===== src/rtl/color_ram_arbiter.sv =====
// Arbiter for the single-port 1Kx4 color RAM. VIC c-access reads always win and return
// one cycle later; CPU accesses are latched and issued in the first cycle without a VIC read.
module color_ram_arbiter #(
  parameter int ADDR_W     = 10,
  parameter int DATA_W     = 4,
  parameter int STARVE_MAX = 64
) (
  input  logic              clk,
  input  logic              reset,
  input  logic              vic_req,
  input  logic [ADDR_W-1:0] vic_addr,
  output logic              vic_valid,
  output logic [DATA_W-1:0] vic_data,
  input  logic              cpu_req,
  input  logic              cpu_we,
  input  logic [ADDR_W-1:0] cpu_addr,
  input  logic [DATA_W-1:0] cpu_wdata,
  output logic              cpu_busy,
  output logic              cpu_ack,
  output logic [DATA_W-1:0] cpu_rdata,
  output logic              starve_err,
  output logic              ram_ce,
  output logic              ram_oce,
  output logic              ram_wre,
  output logic [ADDR_W-1:0] ram_ad,
  output logic [DATA_W-1:0] ram_din,
  output logic              ram_reset,
  input  logic [DATA_W-1:0] ram_dout,
  output logic [1:0]        dbg_state
);

  // Handshake: a cpu_req is taken only in a cycle where cpu_busy=0; exactly one
  // cpu_ack pulse follows each taken request, and cpu_busy is low in that ack cycle.
  typedef enum logic [1:0] {
    IDLE   = 2'd0,
    ISSUE  = 2'd1,
    RDWAIT = 2'd2
  } state_t;

  localparam int WAIT_W = $clog2(STARVE_MAX + 1);
  localparam logic [WAIT_W-1:0] STARVE_LIM = WAIT_W'(STARVE_MAX);

  state_t              state_q, state_d;
  logic                vic_valid_q, vic_valid_d;
  logic                cpu_ack_q, cpu_ack_d;
  logic [DATA_W-1:0]   cpu_rdata_q, cpu_rdata_d;
  logic                starve_q, starve_d;
  logic [WAIT_W-1:0]   wait_q, wait_d;
  logic                pend_we_q, pend_we_d;
  logic [ADDR_W-1:0]   pend_addr_q, pend_addr_d;
  logic [DATA_W-1:0]   pend_wdata_q, pend_wdata_d;

  always_ff @(posedge clk or posedge reset) begin
    if (reset) begin
      state_q      <= IDLE;
      vic_valid_q  <= 1'b0;
      cpu_ack_q    <= 1'b0;
      cpu_rdata_q  <= '0;
      starve_q     <= 1'b0;
      wait_q       <= '0;
      pend_we_q    <= 1'b0;
      pend_addr_q  <= '0;
      pend_wdata_q <= '0;
    end else begin
      state_q      <= state_d;
      vic_valid_q  <= vic_valid_d;
      cpu_ack_q    <= cpu_ack_d;
      cpu_rdata_q  <= cpu_rdata_d;
      starve_q     <= starve_d;
      wait_q       <= wait_d;
      pend_we_q    <= pend_we_d;
      pend_addr_q  <= pend_addr_d;
      pend_wdata_q <= pend_wdata_d;
    end
  end

  always_comb begin
    state_d      = state_q;
    vic_valid_d  = vic_req;
    cpu_ack_d    = 1'b0;
    cpu_rdata_d  = cpu_rdata_q;
    starve_d     = starve_q;
    wait_d       = wait_q;
    pend_we_d    = pend_we_q;
    pend_addr_d  = pend_addr_q;
    pend_wdata_d = pend_wdata_q;
    case (state_q)
      IDLE: begin
        if (cpu_req) begin
          pend_we_d    = cpu_we;
          pend_addr_d  = cpu_addr;
          pend_wdata_d = cpu_wdata;
          wait_d       = '0;
          state_d      = ISSUE;
        end
      end
      ISSUE: begin
        if (vic_req) begin
          // Deferred again; the access stays queued even after starvation is flagged.
          if (wait_q != STARVE_LIM) wait_d = wait_q + 1'b1;
          if (wait_d == STARVE_LIM) starve_d = 1'b1;
        end else if (pend_we_q) begin
          cpu_ack_d = 1'b1;
          state_d   = IDLE;
        end else begin
          state_d = RDWAIT;
        end
      end
      RDWAIT: begin
        // ram_dout holds the CPU read now, so a VIC read may use the RAM this cycle.
        cpu_rdata_d = ram_dout;
        cpu_ack_d   = 1'b1;
        state_d     = IDLE;
      end
      default: state_d = IDLE;
    endcase
  end

  always_comb begin
    ram_ce  = 1'b0;
    ram_wre = 1'b0;
    ram_ad  = pend_addr_q;
    ram_din = pend_wdata_q;
    if (vic_req) begin
      ram_ce = 1'b1;
      ram_ad = vic_addr;
    end else if (state_q == ISSUE) begin
      ram_ce  = 1'b1;
      ram_wre = pend_we_q;
    end
  end

  assign ram_oce    = 1'b1;
  assign ram_reset  = reset;
  assign vic_valid  = vic_valid_q;
  assign vic_data   = ram_dout;
  assign cpu_busy   = (state_q != IDLE);
  assign cpu_ack    = cpu_ack_q;
  assign cpu_rdata  = cpu_rdata_q;
  assign starve_err = starve_q;
  assign dbg_state  = state_q;

endmodule


===== config.mk =====
export PLATFORM = sky130hd
export DESIGN_NAME = color_ram_arbiter
export DESIGN_NICKNAME = d
export VERILOG_FILES = /design/src/rtl/color_ram_arbiter.sv
export SDC_FILE = /design/constraint.sdc
export NUM_CORES = 1
export LEC_CHECK = 0
export ABC_AREA = 1
export BUFFER_PORTS_ARGS = -buffer_cell sky130_fd_sc_hd__buf_2
export CORE_ASPECT_RATIO = 1.5
export CORE_MARGIN = 5
export CORE_UTILIZATION = 48
export CTS_CLUSTER_SIZE = 25
export DETAILED_ROUTE_END_ITERATION = 16
export HOLD_SLACK_MARGIN = 0.05
export PLACE_DENSITY = 0.79
export SLEW_MARGIN = 25
export SYNTH_ARGS = -nofsm -noshare
export SYNTH_HDL_FRONTEND = slang
export SYNTH_SLANG_ARGS = --single-unit

===== constraint.sdc =====
create_clock -name clk -period 1.5 [get_ports clk]
set_input_delay 0 -clock clk [delete_from_list [all_inputs] [get_ports clk]]
set_output_delay 0 -clock clk [all_outputs]
set_load 0.05 [all_outputs]

==> results.ini, run 1 <==
[die]
io-pin-count = 65
start_util = 0.5075
dieArea_um2 = 4658
fp.dieW_um = 57.42
core_um2 = 3191
die_y_um = 81.13
row_count = 25

[place]
dp_hpwl_mm = 2.866
port_buffers = 63
place_congestion = 0.8174

[timing]
fin_hold_ws_ns = 0.1219
final-hold-violation-count = 0
min_period_ns = 1.434
rsz0062_at_grt = false
fmax_ghz = 0.6972
slew_violations = 0
finalCritPeriodShare = 0.9563
finalSetupViolations = 0
skew_ns = 0.006731

[logic_synthesis]
synth_warnings = 0
ys_top_cells_by_area = dfrtp_1, nand2_1, inv_1, o21ai_0, ha_1
async_reset_ff_frac = 1.000
syn_nets = 230
ys_types = 27
synth.most_common_cell = nand2_1
synth-edff-count = 0
synthTopCellsByCount = nand2_1, dfrtp_1, inv_1, nor2_1, o21ai_0
syn_inst = 191
postSynthAreaPerCell_um2 = 8.477
synth.ff_latch_count = 31
ys.flop_type = dfrtp_1
synthesis.area_um2 = 1619
synth_top_area_frac = 0.4791
synth_top_cell_by_area = dfrtp_1
synth_seq_area_share = 0.4791

[route]
wirelength_mm = 4.110
viasPerCell = 4.783
drc = 0
vias = 1502
ant_nets = 0
drt_iter0_drc = 25
drtPass1Iterations = 4
wl_per_cell_um = 13.09

[setup_path]
worst_path_largest_cell_delay_ns = 0.43
cp.arrival_ns = 1.43
r2r-start = dbg_state[0]$_DFFE_PP0P_
cp_cell_sequence = ha_2 -> or2_2 -> buf_4
crit_buf_inv = 1
crit_type = reg -> out
start_kind = flip-flop
cp.required_ns = 1.50
crit_path_end_kind = primary output
worst-path-max-fanout = 6
cp-startpoint = dbg_state[0]$_DFFE_PP0P_
critPathSlowestCell = dfrtp_2
cpLargestDelayFamily = flip-flops

[cells_and_area]
drive_gt1_frac = 0.3431
final_core_util = 0.7133
fin_nets = 312
diodes = 0
syn2layout_area_growth_pct = 40.57
n_fill_cell = 265

[global_route]
grt_max_degree = 32
overflow = 0
grt_pass1_vias = 1572
antenna_found_initial = 0
grt_pass1_wl_mm = 6.955
track_usage = 0.1950

[job]
max_cap_violations = 0

[clock_tree]
numCtsBuffers = 5
clk_path_buf_depth = 2
cts_sinks = 31
h-tree-depth = 2
cts_tree = built
cts-root-buf = clkbuf_8
clkTransAtPathRegs_ns = 0.06
clk_latency_ns = 0.28

[power_and_ir_drop]
switchingPower_w = 0.002166
netSwitchingFraction = 0.4747
power_frac_seq = 0.288
p_comb_frac = 0.526
leakagePower_nw = 1.192
p_int_w = 0.002398
p_per_area_nw_per_um2 = 2005
power_w = 0.004564
power_frac_clock = 0.186
ir_drop_mv = 1.620

[run_status]
outcome = finished clean

[hold_path]
holdCritStartpoint = cpu_req
hold_path_class = in -> reg

[kinds of logic (layout without fill, tap and decap cells)]
group,count (synthesis),count (layout),share of synthesized area
AND/OR/NAND/NOR,77,77,0.2048
buffers and inverters,37,120,0.1097
AO/OA/AOI/OAI,32,32,0.1059
flip-flops,31,31,0.4791
adder cells (fa/ha/maj),6,6,0.04637
multiplexers,6,6,0.04637
other,1,1,0.002316
XOR/XNOR,1,1,0.005411
[power groups by stage]
stage / sequential (W) / combinational, W / clock (W)
after floorplan: 0.00182 / 0.00135 / 0
after global placement: 0.00131 / 0.00230 / 0
after detailed placement: 0.00133 / 0.00235 / 0
after CTS: 0.00132 / 0.00242 / 0.000869
after global routing: 0.00136 / 0.00260 / 0.000909
final: 0.00132 / 0.00240 / 0.000848
[tightest hold or removal path, cell delays in order]
cell and delay, ns:
buf_2 0.13, nor2_4 0.06, inv_2 0.05, nand3_1 0.06
o21ai_0 0.07
[state kept, by name, indices dropped and copies added (netlist names)]
register and count:
cpu_ack 1, cpu_rdata 4, dbg_state 2, pend_addr_q 10
pend_we_q 1, ram_din 4, starve_err 1, vic_valid 1
wait_q 7
[per-stage QoR]
| step | setup slack [ns] | setup TNS (ns) | std cells | area (µm²) |
|---|---|---|---|---|
| after floorplan | -0.1442 | -1.165 | 191 | 1640 |
| after global placement | 0.1774 | 0 | 285 | 1941 |
| after detailed placement | 0.1194 | 0 | 285 | 1941 |
| after CTS | 0.05400 | 0 | 314 | 2276 |
| after global routing | 0.01452 | 0 | 314 | 2276 |
| final | 0.06561 | 0 | 314 | 2276 |
[layout make-up]
type / instances / area (µm²) / share of cell area
Clock buffer: 6 / 82.58 / 0.03628
Clock inverter: 2 / 35.03 / 0.01539
Inverter: 26 / 101.3 / 0.04453
Multi-Input combinational cell: 123 / 683.2 / 0.3002
Sequential cell: 31 / 778.2 / 0.3419
Tap cell: 40 / 50.05 / 0.02199
Timing Repair Buffer: 86 / 545.5 / 0.2397
[repair_timing]
item                                    CTS  global route
setup buffers                             0             0
hold endpoints to repair                 51             0
resized for setup                         3             0
hold buffers                             21             0
endpoints found under the setup margin    2             0
[path summary, 6_finish.rpt]
kind,endpoint,slack (ns),depth (start not counted)
worst min-delay path,wait_q[5]$_DFFE_PP0P_,0.12,5
max in group asynchronous,dbg_state[1]$_DFFE_PP0P_,0.85,4
worst max register to register,pend_addr_q[3]$_DFFE_PP0P_,0.13,6
worst max-delay path,ram_ce,0.07,3
worst min register to register,starve_err$_DFFE_PP0P_,0.46,2
min in group asynchronous,cpu_ack$_DFF_PP0_,0.33,4
[cells in the final DEF, fill, tap and decap left out, types with 2 or more instances in the layout]
master,n
a21oi_1,9
buf_2,61
buf_4,4
clkbuf_8,6
dfrtp_1,29
dfrtp_2,2
dlygate4sd3_1,21
ha_1,4
inv_1,21
inv_2,4
mux2_2,4
mux2_4,2
nand2_1,43
nand2_2,2
nand3_1,8
nand4_1,3
nor2_1,16
nor2_4,2
o21ai_0,15
o21ai_1,2
o22ai_1,4
[metal layers]
layer,global-route usage,routed length [µm],vias up,part of all wire
met4,0.07425,63,0,0.015
li1,-,-,761,-
met3,0.04928,209,6,0.051
met5,0,0,-,0
met2,0.3722,2366,36,0.58
met1,0.1986,1471,699,0.36
No activity file was read; power rests on OpenSTA's default activity.
==> run 2, diff against run 1 <==
Clock period 1.5 ns to 1.4 ns, I/O delays scaled along.
==> results.ini, run 2 (synthesized netlist as in run 1, its figures left out) <==
[die]
io-pin-count = 65  ; unchanged
die_y_um = 81.13  ; unchanged
dieArea_um2 = 4658  ; unchanged
row_count = 25  ; unchanged
start_util = 0.5075  ; unchanged
fp.dieW_um = 57.42  ; unchanged
core_um2 = 3191  ; unchanged

[setup_path]
crit_type = reg -> out  ; unchanged
cp.required_ns = 1.40  ; was 1.50 ns
reg2reg_to = wait_q[4]$_DFFE_PP0P_  ; was pend_addr_q[3]$_DFFE_PP0P_
start_kind = flip-flop  ; unchanged
crit_buf_inv = 1  ; unchanged
cpLargestDelayFamily = flip-flops  ; unchanged
worst_path_largest_cell_delay_ns = 0.44  ; was 0.43 ns
r2r_setup_slack_ns = 0.04  ; was 0.13 ns
reg2regPathDepth = 7  ; was 6
worst-path-max-fanout = 6  ; unchanged
critPathSlowestCell = dfrtp_2  ; unchanged
crit_path_end_kind = primary output  ; unchanged
r2r-start = dbg_state[0]$_DFFE_PP0P_  ; unchanged
cp.arrival_ns = 1.41  ; was 1.43 ns
cp-startpoint = dbg_state[0]$_DFFE_PP0P_  ; unchanged
crit_end = ram_ce  ; unchanged
crit_cells = 3  ; unchanged
cp_cell_sequence = ha_4 -> or2_2 -> buf_8  ; was ha_2 -> or2_2 -> buf_4

[route]
drc = 0  ; unchanged
viasPerCell = 4.776  ; was 4.783
drt_iter0_drc = 46  ; was 25
wl_per_cell_um = 13.14  ; was 13.09 µm
wirelength_mm = 4.165  ; was 4.110 mm
ant_nets = 0  ; unchanged
drtPass1Iterations = 4  ; unchanged
vias = 1514  ; was 1502

[place]
place_congestion = 0.8202  ; was 0.8174
port_buffers = 63  ; unchanged
numPlacedInstances = 287  ; was 285
dp_hpwl_mm = 2.841  ; was 2.866 mm
dpl_cell_area_um2 = 1956  ; was 1941 µm²
dp_slack_ns = 0.03432  ; was 0.1194 ns

[job]
max_cap_violations = 0  ; unchanged

[cells_and_area]
finalNonFillerCells = 317  ; was 314
final_core_util = 0.7361  ; was 0.7133
finalInstanceArea_um2 = 2349  ; was 2276 µm²
diodes = 0  ; unchanged
drive_gt1_frac = 0.3791  ; was 0.3431
syn2layout_area_growth_pct = 45.05  ; was 40.57%
fin_nets = 315  ; was 312
layout_commonest_cell = buf_2  ; unchanged
reg_top3 = pend_addr_q x10, wait_q x7  ; unchanged
top_register = pend_addr_q  ; unchanged
largest_register_ffs = 10  ; unchanged
final_cell_mix = buf_2, nand2_1, dfrtp_1, dlygate4sd3_1, inv_1  ; was buf_2, nand2_1, dfrtp_1, inv_1, dlygate4sd3_1

[global_route]
grt_pass1_wl_mm = 6.313  ; was 6.955 mm
track_usage = 0.1807  ; was 0.1950
antenna_found_initial = 0  ; unchanged
grt_pass1_vias = 1478  ; was 1572
grt_max_degree = 32  ; unchanged
overflow = 0  ; unchanged

[run_status]
outcome = complete, but fails checks  ; was finished clean
violations = negative setup slack

[hold_path]
hold_path_class = in -> reg  ; unchanged

[power_and_ir_drop]
leakagePower_nw = 1.217  ; was 1.192 nW
ir_drop_mv = 1.738  ; was 1.620 mV
p_per_area_nw_per_um2 = 2151  ; was 2005 nW/µm²

[timing]
rsz0062_at_grt = true  ; was false
fin_hold_ws_ns = 0.1230  ; was 0.1219 ns
slew_violations = 0  ; unchanged
finalSetupViolations = 1  ; was 0
final-hold-violation-count = 0  ; unchanged
fmax_ghz = 0.7108
finalCritPeriodShare = 1.005
min_period_ns = 1.407
worst_slack_ns = -0.006871  ; was 0.06561 ns
skew_ns = 0.006333  ; was 0.006731 ns

[clock_tree]
cts-root-buf = clkbuf_8  ; unchanged
clk_path_buf_depth = 2  ; unchanged
numCtsBuffers = 5  ; unchanged
clk_latency_ns = 0.29  ; was 0.28 ns
cts_tree = built  ; unchanged
cts_sinks = 31  ; unchanged
h-tree-depth = 2  ; unchanged
clkTransAtPathRegs_ns = 0.06  ; about the same

[run 2: final cells by class]
type	instances	area, µm²
well taps	40	50.05
inverters	26	106.4
multi-input cells	123	718.2
repair buffers	89	576.8
clock buffers	6	82.58
fillers	245	842.1
clock inverters	2	35.03
flip-flops and latches	31	779.5
[run 2: worst min-delay path by stage]
stage | endpoint | cells past startpoint | slack (ns) | start
after global placement | wait_q[4]$_DFFE_PP0P_ | 3 | 0.1 | reset
after floorplan | vic_valid$_DFF_PP0_ | 0 | 0.03 | vic_req
after detailed placement | cpu_ack$_DFF_PP0_ | 3 | 0.10 | reset
after CTS | vic_valid$_DFF_PP0_ | 2 | 0.11 | vic_req
final | vic_valid$_DFF_PP0_ | 2 | 0.12 | vic_req
after global routing | vic_valid$_DFF_PP0_ | 2 | 0.11 | vic_req
[run 2: through the flow]
step	total power (W)	setup TNS [ns]
floorplan	0.003410	-2.209
global placement	0.003909	0
detailed placement	0.003952	0
CTS	0.004960	-0.001283
global route	0.005334	-0.2614
finish	0.005051	-0.006871
[run 2: timing repair]
| action | in CTS | in global routing |
|---|---|---|
| setup buffers | 0 | 2 |
| pin swaps | 0 | 5 |
| hold buffers | 20 | 0 |
| gates resized for setup | 5 | 15 |
| endpoints found under the setup margin | 2 | 22 |
| endpoints found under the hold margin | 50 | 0 |
[run 2: where the power goes]
group / switching (W) / total, W / internal [W]
Clock: 0.000326 / 0.000901 / 0.000575
Combinational: 0.00188 / 0.00273 / 0.000848
Sequential: 0.000181 / 0.00142 / 0.00124
Total: 0.00239 / 0.00505 / 0.00266
[run 2: metal layers]
metal	wire length (µm)	up-vias	track usage
met5	0	-	0
met4	73	0	0.06961
met3	215	7	0.05882
met2	2333	41	0.3428
met1	1542	692	0.1770
li1	-	774	-
==> run 3, diff against run 2 <==
Settings changed: PLACE_DENSITY 0.79 to 0.82.
==> results.ini, run 3 (synthesized netlist as in run 1, its figures left out) <==
[power_and_ir_drop]
p_int_w = 0.002475  ; was 0.002664 W
p_comb_frac = 0.565  ; was 0.540
power_frac_seq = 0.296  ; was 0.282
p_per_area_nw_per_um2 = 2094  ; was 2151 nW/µm²
ir_drop_mv = 1.509  ; was 1.738 mV
power_frac_clock = 0.140  ; was 0.178
leakagePower_nw = 1.203  ; was 1.217 nW
netSwitchingFraction = 0.4894  ; was 0.4725
switchingPower_w = 0.002372  ; was 0.002386 W

[setup_path]
worst-path-max-fanout = 12  ; was 6
crit_buf_inv = 2  ; was 1
crit_path_end_kind = flip-flop  ; was primary output
worst_path_largest_cell_delay_ns = 0.45  ; was 0.44 ns
cp_cell_sequence = inv_4 -> ha_4 -> nand2_2 -> buf_4 -> nor2_1 -> a21oi_1  ; was ha_4 -> or2_2 -> buf_8
crit_type = reg -> reg  ; was reg -> out
cp.arrival_ns = 1.51  ; was 1.41 ns
start_kind = flip-flop  ; unchanged
cp.required_ns = 1.55  ; was 1.40 ns
cpLargestDelayFamily = flip-flops  ; unchanged
critPathSlowestCell = dfrtp_2  ; unchanged

[die]
dieArea_um2 = 4658  ; unchanged
io-pin-count = 65  ; unchanged
die_y_um = 81.13  ; unchanged
core_um2 = 3191  ; unchanged
start_util = 0.5075  ; unchanged
fp.dieW_um = 57.42  ; unchanged
row_count = 25  ; unchanged

[route]
drc = 0  ; unchanged
ant_nets = 0  ; unchanged
drtPass1Iterations = 4  ; unchanged
wl_per_cell_um = 13.33  ; was 13.14 µm
wirelength_mm = 4.226  ; was 4.165 mm
vias = 1532  ; was 1514
viasPerCell = 4.833  ; was 4.776
drt_iter0_drc = 29  ; was 46

[clock_tree]
cts_sinks = 31  ; unchanged
clk_path_buf_depth = 2  ; unchanged
cts_tree = built  ; unchanged
h-tree-depth = 2  ; unchanged
cts-root-buf = clkbuf_8  ; unchanged
clkTransAtPathRegs_ns = 0.06  ; about the same
clk_latency_ns = 0.28  ; was 0.29 ns
numCtsBuffers = 5  ; unchanged

[timing]
finalCritPeriodShare = 0.9668  ; was 1.005
finalSetupTns_ns = 0  ; was -0.006871 ns
min_period_ns = 1.353  ; was 1.407 ns
fmax_ghz = 0.7388  ; was 0.7108 GHz
final-hold-violation-count = 0  ; unchanged
slew_violations = 0  ; unchanged
skew_ns = 0.006619  ; was 0.006333 ns
finalSetupViolations = 0  ; was 1
rsz0062_at_grt = true  ; unchanged

[place]
port_buffers = 63  ; unchanged
dpl_cell_area_um2 = 1963  ; was 1956 µm²
dp_hpwl_mm = 2.940  ; was 2.841 mm
place_congestion = 0.8074  ; was 0.8202

[run_status]
outcome = finished clean  ; was complete, but fails checks

[global_route]
antenna_found_initial = 0  ; unchanged
grt_pass1_wl_mm = 7.079  ; was 6.313 mm
overflow = 0  ; unchanged
grt_max_degree = 32  ; unchanged
grt_pass1_vias = 1598  ; was 1478
track_usage = 0.1998  ; was 0.1807

[cells_and_area]
top_register = pend_addr_q  ; unchanged
largest_register_ffs = 10  ; unchanged
final_cell_mix = buf_2, nand2_1, dfrtp_1, inv_1, dlygate4sd3_1  ; was buf_2, nand2_1, dfrtp_1, dlygate4sd3_1, inv_1
syn2layout_area_growth_pct = 42.97  ; was 45.05%
finalInstanceArea_um2 = 2315  ; was 2349 µm²
layout_commonest_cell = buf_2  ; unchanged
fin_nets = 315  ; unchanged
drive_gt1_frac = 0.3696  ; was 0.3791
reg_top3 = pend_addr_q x10, wait_q x7  ; unchanged

[hold_path]
hold_path_class = in -> reg  ; unchanged

[job]
max_cap_violations = 0  ; unchanged

-- run 3: power by group through the flow --
stage                     registers, W  logic, W  clock network (W)
after global placement         0.00140   0.00252                  0
after floorplan                0.00195   0.00146                  0
after global routing           0.00147   0.00295           0.000742
final                          0.00143   0.00274           0.000678
after CTS                      0.00141   0.00266           0.000695
after detailed placement       0.00142   0.00257                  0
-- run 3: worst reg2reg max path: cells and delay by family, from the launching register on --
kind / cells / cell delay (ns)
adders and majority gates: 1 / 0.16
DFF: 1 / 0.45
AOI/OAI and AO/OA: 1 / 0.06
and+or+nand+nor: 2 / 0.25
buffers and inverters: 2 / 0.31
-- run 3: worst paths after layout --
kind	startpoint	depth (start not counted)	to	slack, ns
max in group asynchronous	reset	4	dbg_state[1]$_DFFE_PP0P_	0.74
worst min-delay path	vic_req	2	vic_valid$_DFF_PP0_	0.15
worst max-delay path	dbg_state[0]$_DFFE_PP0P_	6	pend_addr_q[7]$_DFFE_PP0P_	0.05
min in group asynchronous	reset	4	wait_q[0]$_DFFE_PP0P_	0.36
worst max register to register	dbg_state[0]$_DFFE_PP0P_	6	pend_addr_q[7]$_DFFE_PP0P_	0.05
worst min register to register	starve_err$_DFFE_PP0P_	2	starve_err$_DFFE_PP0P_	0.46
-- run 3: area by class of cell --
cell class | count | area (µm²)
clock buffer | 6 | 82.58
timing repair buffer | 89 | 573.1
multi-input combinational | 123 | 716.9
fill | 249 | 875.8
tap | 40 | 50.05
inverter | 26 | 106.4
clock inverter | 1 | 5.005
antenna | 1 | 2.502
sequential | 31 | 778.2
-- run 3: what timing repair did --
item / CTS / global route
buffers inserted: 0 / 1
endpoints found under the setup margin: 3 / 18
hold buffers: 20 / 0
cloned: 0 / 0
gates resized for setup: 5 / 12
hold endpoints to repair: 50 / 0
pin swaps: 0 / 4
-- run 3: stage by stage --
step | power (W) | utilization | worst slack [ns] | hold slack [ns] | cells
2_1_floorplan | 0.003410 | - | -0.2442 | 0.03143 | 191
5_1_grt | 0.005161 | 0.7247 | -0.03985 | 0.1588 | 316
4_1_cts | 0.004772 | 0.7122 | 0.01590 | 0.1357 | 315
3_3_place_gp | 0.003921 | 0.6153 | 0.08104 | 0.09679 | 288
3_5_place_dp | 0.003985 | 0.6153 | 0.007216 | 0.1063 | 288
6_report | 0.004847 | 0.7255 | 0.04653 | 0.1503 | 317
-- run 3: metal layers --
layer | vias up | wire (µm) | global-route usage
li1 | 775 | - | -
met1 | 694 | 1466 | 0.2071
met2 | 49 | 2372 | 0.3665
met3 | 14 | 243 | 0.04293
met4 | 0 | 144 | 0.1090
met5 | - | 0 | 0
